File: config.mk
export PLATFORM = sky130hd
export DESIGN_NAME = combo_lock_ctrl
export DESIGN_NICKNAME = d
export VERILOG_FILES = /design/src/rtl/combo_lock_pkg.sv /design/src/rtl/combo_lock_ctrl_btn_debounce.sv /design/src/rtl/combo_lock_ctrl.sv
export SDC_FILE = /design/constraint.sdc
export NUM_CORES = 1
export LEC_CHECK = 0
export BUFFER_PORTS_ARGS = -buffer_cell sky130_fd_sc_hd__buf_2
export CAP_MARGIN = 20
export CELL_PAD_IN_SITES_DETAIL_PLACEMENT = 1
export CELL_PAD_IN_SITES_GLOBAL_PLACEMENT = 1
export CORE_MARGIN = 3
export CORE_UTILIZATION = 29
export CTS_BUF_LIST = sky130_fd_sc_hd__clkbuf_8 sky130_fd_sc_hd__clkbuf_16
export CTS_CLUSTER_SIZE = 28
export DETAILED_ROUTE_END_ITERATION = 8
export PLACE_DENSITY_LB_ADDON = 0.2
export SETUP_SLACK_MARGIN = 0.4
export SLEW_MARGIN = 20
export SYNTH_ARGS = -nofsm -noshare
export SYNTH_HDL_FRONTEND = slang
export SYNTH_HIERARCHICAL = 1
export SYNTH_SLANG_ARGS = --single-unit
File: constraint.sdc
create_clock -name Clock -period 2.32 [get_ports Clock]
set_clock_uncertainty 0.05 [all_clocks]
set_input_delay 0.116 -clock Clock [delete_from_list [all_inputs] [get_ports Clock]]
set_output_delay 0.116 -clock Clock [all_outputs]
set_load 0.01 [all_outputs]
File: src/rtl/combo_lock_pkg.sv
// Shared definitions for the combination lock controller: display message codes,
// controller states and small nibble/selector helpers.
package combo_lock_pkg;

   localparam logic [2:0] SEL_LOCK = 3'b000;
   localparam logic [2:0] SEL_D1   = 3'b001;
   localparam logic [2:0] SEL_D2   = 3'b010;
   localparam logic [2:0] SEL_D3   = 3'b011;
   localparam logic [2:0] SEL_D4   = 3'b100;
   localparam logic [2:0] SEL_DASH = 3'b101;
   localparam logic [2:0] SEL_PASS = 3'b110;
   localparam logic [2:0] SEL_FAIL = 3'b111;

   typedef enum logic [2:0] {
      LOCKED  = 3'd0,
      ENTRY   = 3'd1,
      CHECK   = 3'd2,
      OPEN    = 3'd3,
      FAIL    = 3'd4,
      LOCKOUT = 3'd5
   } state_e;

   // Digit index 0 is the leftmost digit, stored in the top nibble.
   function automatic logic [15:0] put_nibble(input logic [15:0] word,
                                              input logic [1:0]  idx,
                                              input logic [3:0]  val);
      logic [15:0] w;
      w = word;
      case (idx)
         2'd0:    w[15:12] = val;
         2'd1:    w[11:8]  = val;
         2'd2:    w[7:4]   = val;
         default: w[3:0]   = val;
      endcase
      return w;
   endfunction

   function automatic logic [2:0] sel_code(input state_e st, input logic [1:0] idx);
      logic [2:0] s;
      case (st)
         LOCKED:  s = SEL_LOCK;
         ENTRY:   s = SEL_D1 + {1'b0, idx};
         CHECK:   s = SEL_DASH;
         OPEN:    s = SEL_PASS;
         FAIL:    s = SEL_FAIL;
         LOCKOUT: s = SEL_DASH;
         default: s = SEL_LOCK;
      endcase
      return s;
   endfunction

endpackage

File: src/rtl/combo_lock_ctrl_btn_debounce.sv
// Pushbutton conditioner: two-flop synchroniser, stable-level counter and a
// one-cycle pulse on each accepted press (release is accepted silently).
module btn_debounce #(
   parameter int unsigned DEBOUNCE_CYCLES = 1000000
) (
   input  logic Clock,
   input  logic Reset,
   input  logic btn_raw,
   output logic btn_pulse
);

   localparam int unsigned CNT_W = (DEBOUNCE_CYCLES > 1) ? $clog2(DEBOUNCE_CYCLES) : 1;
   localparam logic [CNT_W-1:0] CNT_LAST = CNT_W'(DEBOUNCE_CYCLES - 1);

   logic             sync1_q, sync2_q;
   logic             level_q, level_d;
   logic             pulse_q, pulse_d;
   logic [CNT_W-1:0] cnt_q, cnt_d;

   // The counter only runs while the synchronised input disagrees with the
   // accepted level, so any bounce back restarts the qualification window.
   always_comb begin
      level_d = level_q;
      pulse_d = 1'b0;
      cnt_d   = '0;
      if (sync2_q != level_q) begin
         if (cnt_q == CNT_LAST) begin
            level_d = sync2_q;
            pulse_d = sync2_q;
         end else begin
            cnt_d = cnt_q + CNT_W'(1);
         end
      end
   end

   always_ff @(posedge Clock or posedge Reset) begin
      if (Reset) begin
         sync1_q <= 1'b0;
         sync2_q <= 1'b0;
         level_q <= 1'b0;
         pulse_q <= 1'b0;
         cnt_q   <= '0;
      end else begin
         sync1_q <= btn_raw;
         sync2_q <= sync1_q;
         level_q <= level_d;
         pulse_q <= pulse_d;
         cnt_q   <= cnt_d;
      end
   end

   assign btn_pulse = pulse_q;

endmodule

File: src/rtl/combo_lock_ctrl.sv
// Combination lock controller: debounced buttons drive digit entry, code compare,
// fail hold and lockout; emits the Number/Selector pair for the display driver.
module combo_lock_ctrl #(
   parameter logic [15:0] SECRET          = 16'h1234,
   parameter int unsigned DEBOUNCE_CYCLES = 1000000,
   parameter int unsigned HOLD_CYCLES     = 200000000,
   parameter int unsigned LOCKOUT_CYCLES  = 1000000000,
   parameter int unsigned MAX_FAILS       = 3
) (
   input  logic       Clock,
   input  logic       Reset,
   input  logic       Btn_Up,
   input  logic       Btn_Down,
   input  logic       Btn_Enter,
   output logic [3:0] Number,
   output logic [2:0] Selector,
   output logic       Unlocked,
   output logic       Lockout
);

   import combo_lock_pkg::*;

   localparam int unsigned TMR_MAX = (HOLD_CYCLES > LOCKOUT_CYCLES) ? HOLD_CYCLES : LOCKOUT_CYCLES;
   localparam int unsigned TMR_W   = (TMR_MAX > 1) ? $clog2(TMR_MAX) : 1;
   localparam int unsigned FCNT_W  = (MAX_FAILS > 0) ? $clog2(MAX_FAILS + 1) : 1;

   localparam logic [TMR_W-1:0]  HOLD_LOAD    = TMR_W'(HOLD_CYCLES - 1);
   localparam logic [TMR_W-1:0]  LOCKOUT_LOAD = TMR_W'(LOCKOUT_CYCLES - 1);
   localparam logic [FCNT_W-1:0] FAIL_LIMIT   = FCNT_W'(MAX_FAILS);

   logic up_p, down_p, enter_p;

   btn_debounce #(.DEBOUNCE_CYCLES(DEBOUNCE_CYCLES)) u_db_up (
      .Clock     (Clock),
      .Reset     (Reset),
      .btn_raw   (Btn_Up),
      .btn_pulse (up_p)
   );

   btn_debounce #(.DEBOUNCE_CYCLES(DEBOUNCE_CYCLES)) u_db_down (
      .Clock     (Clock),
      .Reset     (Reset),
      .btn_raw   (Btn_Down),
      .btn_pulse (down_p)
   );

   btn_debounce #(.DEBOUNCE_CYCLES(DEBOUNCE_CYCLES)) u_db_enter (
      .Clock     (Clock),
      .Reset     (Reset),
      .btn_raw   (Btn_Enter),
      .btn_pulse (enter_p)
   );

   state_e            state_q, state_d;
   logic [1:0]        digit_q, digit_d;
   logic [3:0]        num_q, num_d;
   logic [15:0]       entry_q, entry_d;
   logic [FCNT_W-1:0] fails_q, fails_d;
   logic [TMR_W-1:0]  tmr_q, tmr_d;
   logic [2:0]        sel_q;
   logic              unl_q, lck_q;

   // Pulses are consumed only where the current state listens; elsewhere they
   // fall through the default hold and are lost by design.
   always_comb begin
      state_d = state_q;
      digit_d = digit_q;
      num_d   = num_q;
      entry_d = entry_q;
      fails_d = fails_q;
      tmr_d   = tmr_q;
      case (state_q)
         LOCKED: begin
            if (enter_p) begin
               state_d = ENTRY;
               digit_d = 2'd0;
               num_d   = 4'd0;
            end
         end
         ENTRY: begin
            if (enter_p) begin
               entry_d = put_nibble(entry_q, digit_q, num_q);
               num_d   = 4'd0;
               if (digit_q == 2'd3) begin
                  state_d = CHECK;
               end else begin
                  digit_d = digit_q + 2'd1;
               end
            end else if (up_p && !down_p) begin
               num_d = num_q + 4'd1;
            end else if (down_p && !up_p) begin
               num_d = num_q - 4'd1;
            end
         end
         CHECK: begin
            if (entry_q == SECRET) begin
               state_d = OPEN;
               fails_d = '0;
            end else begin
               state_d = FAIL;
               tmr_d   = HOLD_LOAD;
               fails_d = (fails_q == FAIL_LIMIT) ? fails_q : fails_q + FCNT_W'(1);
            end
         end
         OPEN: begin
            if (enter_p) begin
               state_d = LOCKED;
               entry_d = 16'h0000;
            end
         end
         FAIL: begin
            if (tmr_q == '0) begin
               if (fails_q == FAIL_LIMIT) begin
                  state_d = LOCKOUT;
                  tmr_d   = LOCKOUT_LOAD;
               end else begin
                  state_d = LOCKED;
               end
            end else begin
               tmr_d = tmr_q - TMR_W'(1);
            end
         end
         LOCKOUT: begin
            if (tmr_q == '0) begin
               state_d = LOCKED;
               fails_d = '0;
            end else begin
               tmr_d = tmr_q - TMR_W'(1);
            end
         end
         default: begin
            state_d = LOCKED;
         end
      endcase
   end

   // Outputs are registered from next-state so they change on the same edge as the state.
   always_ff @(posedge Clock or posedge Reset) begin
      if (Reset) begin
         state_q <= LOCKED;
         digit_q <= 2'd0;
         num_q   <= 4'd0;
         entry_q <= 16'h0000;
         fails_q <= '0;
         tmr_q   <= '0;
         sel_q   <= SEL_LOCK;
         unl_q   <= 1'b0;
         lck_q   <= 1'b0;
      end else begin
         state_q <= state_d;
         digit_q <= digit_d;
         num_q   <= num_d;
         entry_q <= entry_d;
         fails_q <= fails_d;
         tmr_q   <= tmr_d;
         sel_q   <= sel_code(state_d, digit_d);
         unl_q   <= (state_d == OPEN);
         lck_q   <= (state_d == LOCKOUT);
      end
   end

   assign Number   = num_q;
   assign Selector = sel_q;
   assign Unlocked = unl_q;
   assign Lockout  = lck_q;

endmodule

# Word level (Yosys, flattened, before mapping)
# Index checks and enable logic that the tools add are counted.
[totals]
reg_bits = 134
in_bits = 5
out_inout_bits = 9
wordCells = 140
[classes]
add_sub_neg = 9
n_eq_ne = 34
mux = 47
n_reduce_logical = 23
[ops]
columns = ["cell", "count"]
rows = [
  ["20-bit 2-to-1 mux", 6],
  ["30-bit 2-to-1 mux", 4],
  ["30-bit one-hot mux with 3 select lines", 1],
  ["20-bit by 1-bit adder with 20-bit output (second input constant)", 3],
  ["20-bit equality test (second input constant)", 3],
  ["16-bit 2-to-1 mux", 2],
  ["4-bit 2-to-1 mux", 8],
  ["16-bit one-hot mux with 2 select lines", 1],
  ["30-bit zero test", 1],
  ["30-bit by 1-bit subtractor with 30-bit output (second input constant)", 1],
  ["3-bit 2-to-1 mux", 8],
  ["4-bit AND reduction", 5],
  ["3-bit one-hot mux with 6 select lines", 1],
  ["16-bit by 13-bit equality test with 1-bit output (second input constant)", 1],
  ["3-bit by 2-bit equality test with 1-bit output (second input constant)", 4],
  ["3-bit equality test (second input constant)", 4],
  ["2-bit 2-to-1 mux", 6],
  ["2-bit by 1-bit != test with 1-bit output (second input constant)", 6],
  ["3-bit one-hot mux with 4 select lines", 1],
  ["2-bit != test (second input constant)", 4],
  ["2-bit one-hot mux with 2 select lines", 2],
  ["4-bit one-hot mux with 2 select lines", 1],
  ["2-bit equality test (second input constant)", 3],
  ["3-bit by 1-bit equality test with 1-bit output (second input constant)", 2],
  ["19 further kinds", 35],
]

# Depth between registers and ports, before layout
[depth]
ltp_word = 7
depth_mapped = 11
mapped_depth_nobuf = 9

# Hierarchy
# Netlist, hierarchy kept.
[by_module_without_submodules]
columns = ["module", "instances", "cells_per_inst", "area_each_um2", "seq_area_each_um2"]
rows = [
  ["btn_debounce", 3, 108, 1188.6, 600.6],
  ["combo_lock_ctrl", 1, 374, 3369.5, 1551.5],
]

# Least setup slack after synthesis
# No wires, ideal clock.
[synth_path]
path_type = "register -> register"
startpoint = "reg tmr_q[0]"
endpoint = "reg tmr_q[6]"
setup_ns = 0.139
arrival_ns = 2.154
t_required_ns = 2.131
slack_ns = -0.023
path_stages_with_launch = 12
path_buffers = 2
period_less_slack_ns = 2.343
cell_sequence = "dfrtp_1 -> inv_1 -> ha_1 -> or3b_1 -> nor4_4 -> and2_1 -> a31o_1 -> buf_4 -> inv_2 -> buf_2 -> a21oi_1 -> a31oi_1"
[synth_between]
elab_chain_len = 3
elab_cells_between_ends = 8
cone_classes = "add/sub: 1; eq/ne: 2; mux: 3; reduce/logical: 2"
[synth_lines]
columns = ["item", "line_no", "source"]
rows = [
  ["start: declaration", "combo_lock_ctrl.sv:59", "logic [TMR_W-1:0] tmr_q, tmr_d;"],
  ["start signal: assignment", "combo_lock_ctrl.sv:155", "tmr_q <= tmr_d;"],
  ["30-bit by 1-bit subtractor with 30-bit output or 30-bit zero test (tied branches)", "--", ""],
  ["30-bit 2-to-1 mux (tied with other cells)", "combo_lock_ctrl.sv:124", "if (tmr_q == '0) begin"],
  ["30-bit one-hot mux with 3 select lines or 4-bit AND reduction (tied branches)", "--", ""],
]
# Parallel ways exist; a longest one is shown, timed or not. The select of a mux whose other input is x is not followed.
# A chain may end at the register's enable or synchronous reset.

# Worst setup path in the final report
[layout_path]
startpoint = "reg tmr_q[26]"
endpoint = "reg tmr_q[2]"
[layout_between]
elab_chain_len = 3
elab_cells_between_ends = 6
cone_classes = "eq/ne: 2; mux: 2; reduce/logical: 2"
[layout_lines]
columns = ["item", "line_no"]
rows = [
  ["30-bit zero test (*)", "combo_lock_ctrl.sv:112, combo_lock_ctrl.sv:124"],
  ["3-bit != test (no source line) (tied with other cells)", "--"],
  ["4-bit AND reduction (no source line) or 30-bit one-hot mux with 3 select lines (tied branches)", "--"],
]
# Mark *: on every way between the ends. The rest lies on a longest branch, timed or not.

==> metrics.csv <==
metric,value,unit
outcome,finished with violations,
violated checks,setup timing,
Fin. Hold Viols,0,
fin area,9150,µm²
worst-path fanout max,7,
TritonRoute pass-1 iters,5,
largest net degree at the start of global routing,28,
Port Buf Inserts,13,
WP buf/inv,3,
Tmin final,2.33,ns
wire per inst,17.4,µm
dpl cells,1047,
die area,25800,µm²
GP Congestion,0.771,
first-pass GRT wire length,32600,µm
Setup crit end kind,flip-flop,
Crit path largest cell delay,0.57,ns
starting density of the core,30.1,%
"commonest cells after routing, fill and taps aside","dfrtp_1, nor2_1, buf_4",
Clock Latency Late Sink,0.43,ns
detailed-route DRC error count,0,
"Seq/Total Area, Yosys",48.3,%
"CP delay by family, top",simple AND/OR/NAND/NOR gates,
"most common cell after layout, fill and taps aside",dfrtp_1,
Clock Tree Root,clkbuf_16,
number of antenna violations at the first check in global routing,0,
Slew headroom,38.3,%
DP Area,7680,µm²
total CTS buffers,17,
Mean Syn Cell Area,9.94,µm²
Post-synth EDFFs,0,
Startpoint Class,flip-flop,
vias per cell,5.12,
synthesized netlist cell count,698,
Final nets,826,
max-cap check violation count,0,
Slew @ Worst Pin,0.924,ns
critical path data arrival time,2.57,ns
"Warnings, synthesis",6,
Die Width,161,µm
Cell Pwr Density,566,nW/µm²
synthesis-to-finish area growth,32.0,%
Synth Register Bits,134,
global route total overflow,0,
Post-Route WL,19800,µm
via count,5826,
Async SR Flop Fraction,100,%
Tcrit/Tclk final,100,%
Synth cell types,68,
post-route setup slack,-0.0106,ns
vias in the first global route,6242,
row count,55,
critical path cell sequence,or4_4 -> nor4_4 -> and2_4 -> a31o_4 -> buf_12 -> buf_12 -> inv_16 -> o22ai_1 -> a31oi_1,
max frequency,0.429,GHz
crit path max-delay cell type,or4_4,
die height,161,µm
DR iter-0 viols,214,
ANT nets after route,0,
Syn Nets,712,
CTS tree,built,
maximum vdd drop,0.358,mV
synthesized cell area,6940,µm²
register clock-pin slew on the reported worst setup and hold paths,0.06,ns
# IOs,14,
core area,23100,µm²
Clock Path Buffers,2,
Max Slew Vio Count,0,
RSZ-0062 raised after global routing,true,
worst hold-check path type,in2reg,
# diodes,0,
WP data required,2.56,ns
# H-tree levels,4,
Finished Layout Cells,1138,
GRT Overall Usage,15.5,%
CP dominant cell by count,buf_12,
proportion of layout cells with a drive suffix above 1,31.0,%
dominant synthesized flop cell,dfrtp_1,
Setup Crit Path Kind,reg2reg,
Lkg Pwr,4.07,nW
Setup WS pre-CTS,-0.119,ns
setup violators final,1,
hpwl dp,12900,µm
overall power,5.18,mW
CTS Sinks,134,
[cells by family after synthesis]
family | share of synthesized area, %
simple gates | 26.6
compound gates | 13.3
flops | 48.3
xor+xnor | 5.81
buf+inv | 2.60
mux | 1.66
fa+ha+maj | 1.73
[cells in the mapped netlist, drive strengths merged (4+ instances only)]
| cell type | count | area (µm²) |
|---|---|---|
| and4 | 8 | 72.6 |
| a21oi | 44 | 224 |
| xor2 | 22 | 193 |
| xnor2 | 24 | 210 |
| and3 | 10 | 62.6 |
| clkbuf | 10 | 38.8 |
| nand2 | 56 | 213 |
| o31ai | 10 | 75.1 |
| dfrtp | 134 | 3350 |
| o21ai | 50 | 258 |
| nand3 | 32 | 190 |
| nor4 | 17 | 189 |
| mux2i | 7 | 70.1 |
| nor2 | 84 | 315 |
| inv | 23 | 86.3 |
| buf | 9 | 55.1 |
| or3 | 12 | 100 |
| o22ai | 4 | 25.0 |
| a21o | 4 | 30.0 |
| or2 | 8 | 50.0 |
| nor3 | 22 | 121 |
| ha | 8 | 100 |
| o41ai | 6 | 109 |
| a31oi | 10 | 62.6 |
| nor3b | 4 | 30.0 |
| or4 | 19 | 161 |
| nand4 | 18 | 150 |
[power breakdown]
group / total, mW / leakage (nW) / switching (mW) / internal, mW
registers: 2.37 / 1.84 / 0.0167 / 2.35
logic: 0.121 / 1.95 / 0.0828 / 0.0384
clock network: 2.69 / 0.275 / 1.16 / 1.53
[area by class of cell]
| class | instances | area, µm² |
|---|---|---|
| well taps | 313 | 392 |
| multi-input cells | 522 | 3760 |
| repair inverters | 2 | 31.3 |
| repair buffers | 112 | 923 |
| clock buffers | 18 | 439 |
| fillers | 2569 | 13900 |
| flip-flops and latches | 134 | 3360 |
| clock inverters | 14 | 146 |
| inverters | 23 | 103 |
[worst paths after layout]
kind                                        to  cells after the start             from  slack, ns
min in group asynchronous    u_db_up/cnt_q[14]                      3            Reset       0.29
min reg2reg                    u_db_up/sync2_q                      0  u_db_up/sync1_q       0.30
min                         u_db_enter/sync1_q                      2        Btn_Enter       0.28
max                                   tmr_q[2]                      9        tmr_q[26]      -0.01
max in group asynchronous  u_db_enter/cnt_q[8]                      3            Reset       1.13
max reg2reg                           tmr_q[2]                      9        tmr_q[26]      -0.01
[state kept, by name (all words and copies together), names as in the netlist, 2 cells and up]
| signal | flops |
|---|---|
| Number | 4 |
| Selector | 3 |
| digit_q | 2 |
| entry_q | 16 |
| fails_q | 2 |
| state_q | 3 |
| tmr_q | 30 |
| u_db_down/cnt_q | 20 |
| u_db_enter/cnt_q | 20 |
| u_db_up/cnt_q | 20 |
[what timing repair did]
action | in CTS | in global routing
setup buffers | 21 | 31
hold buffers | 4 | 0
pin swaps | 15 | 33
cloned | 2 | 0
gates resized for setup | 49 | 60
hold endpoints to repair | 100 | 0
setup endpoints to repair | 45 | 77
[routing by layer]
metal  GRT usage (%)  vias up  wire length, µm
met5               0        -                0
met4            5.25        0              212
met3            2.86       14              472
met2            26.4       54            10300
met1            20.0     2988             8840
li1                -     2770                -
[metrics by stage]
stage                     TNS (ns)  hold WS, ns  util [%]
after detailed placement     -1.42        0.176      33.3
final                      -0.0106        0.280      39.7
after CTS                  -0.0220        0.259      37.5
after floorplan                  0       0.0806         -
after global routing         -1.30        0.259      39.7
after global placement     -0.0515        0.177      33.3
Note: power is estimated with default switching activity, not from simulation.
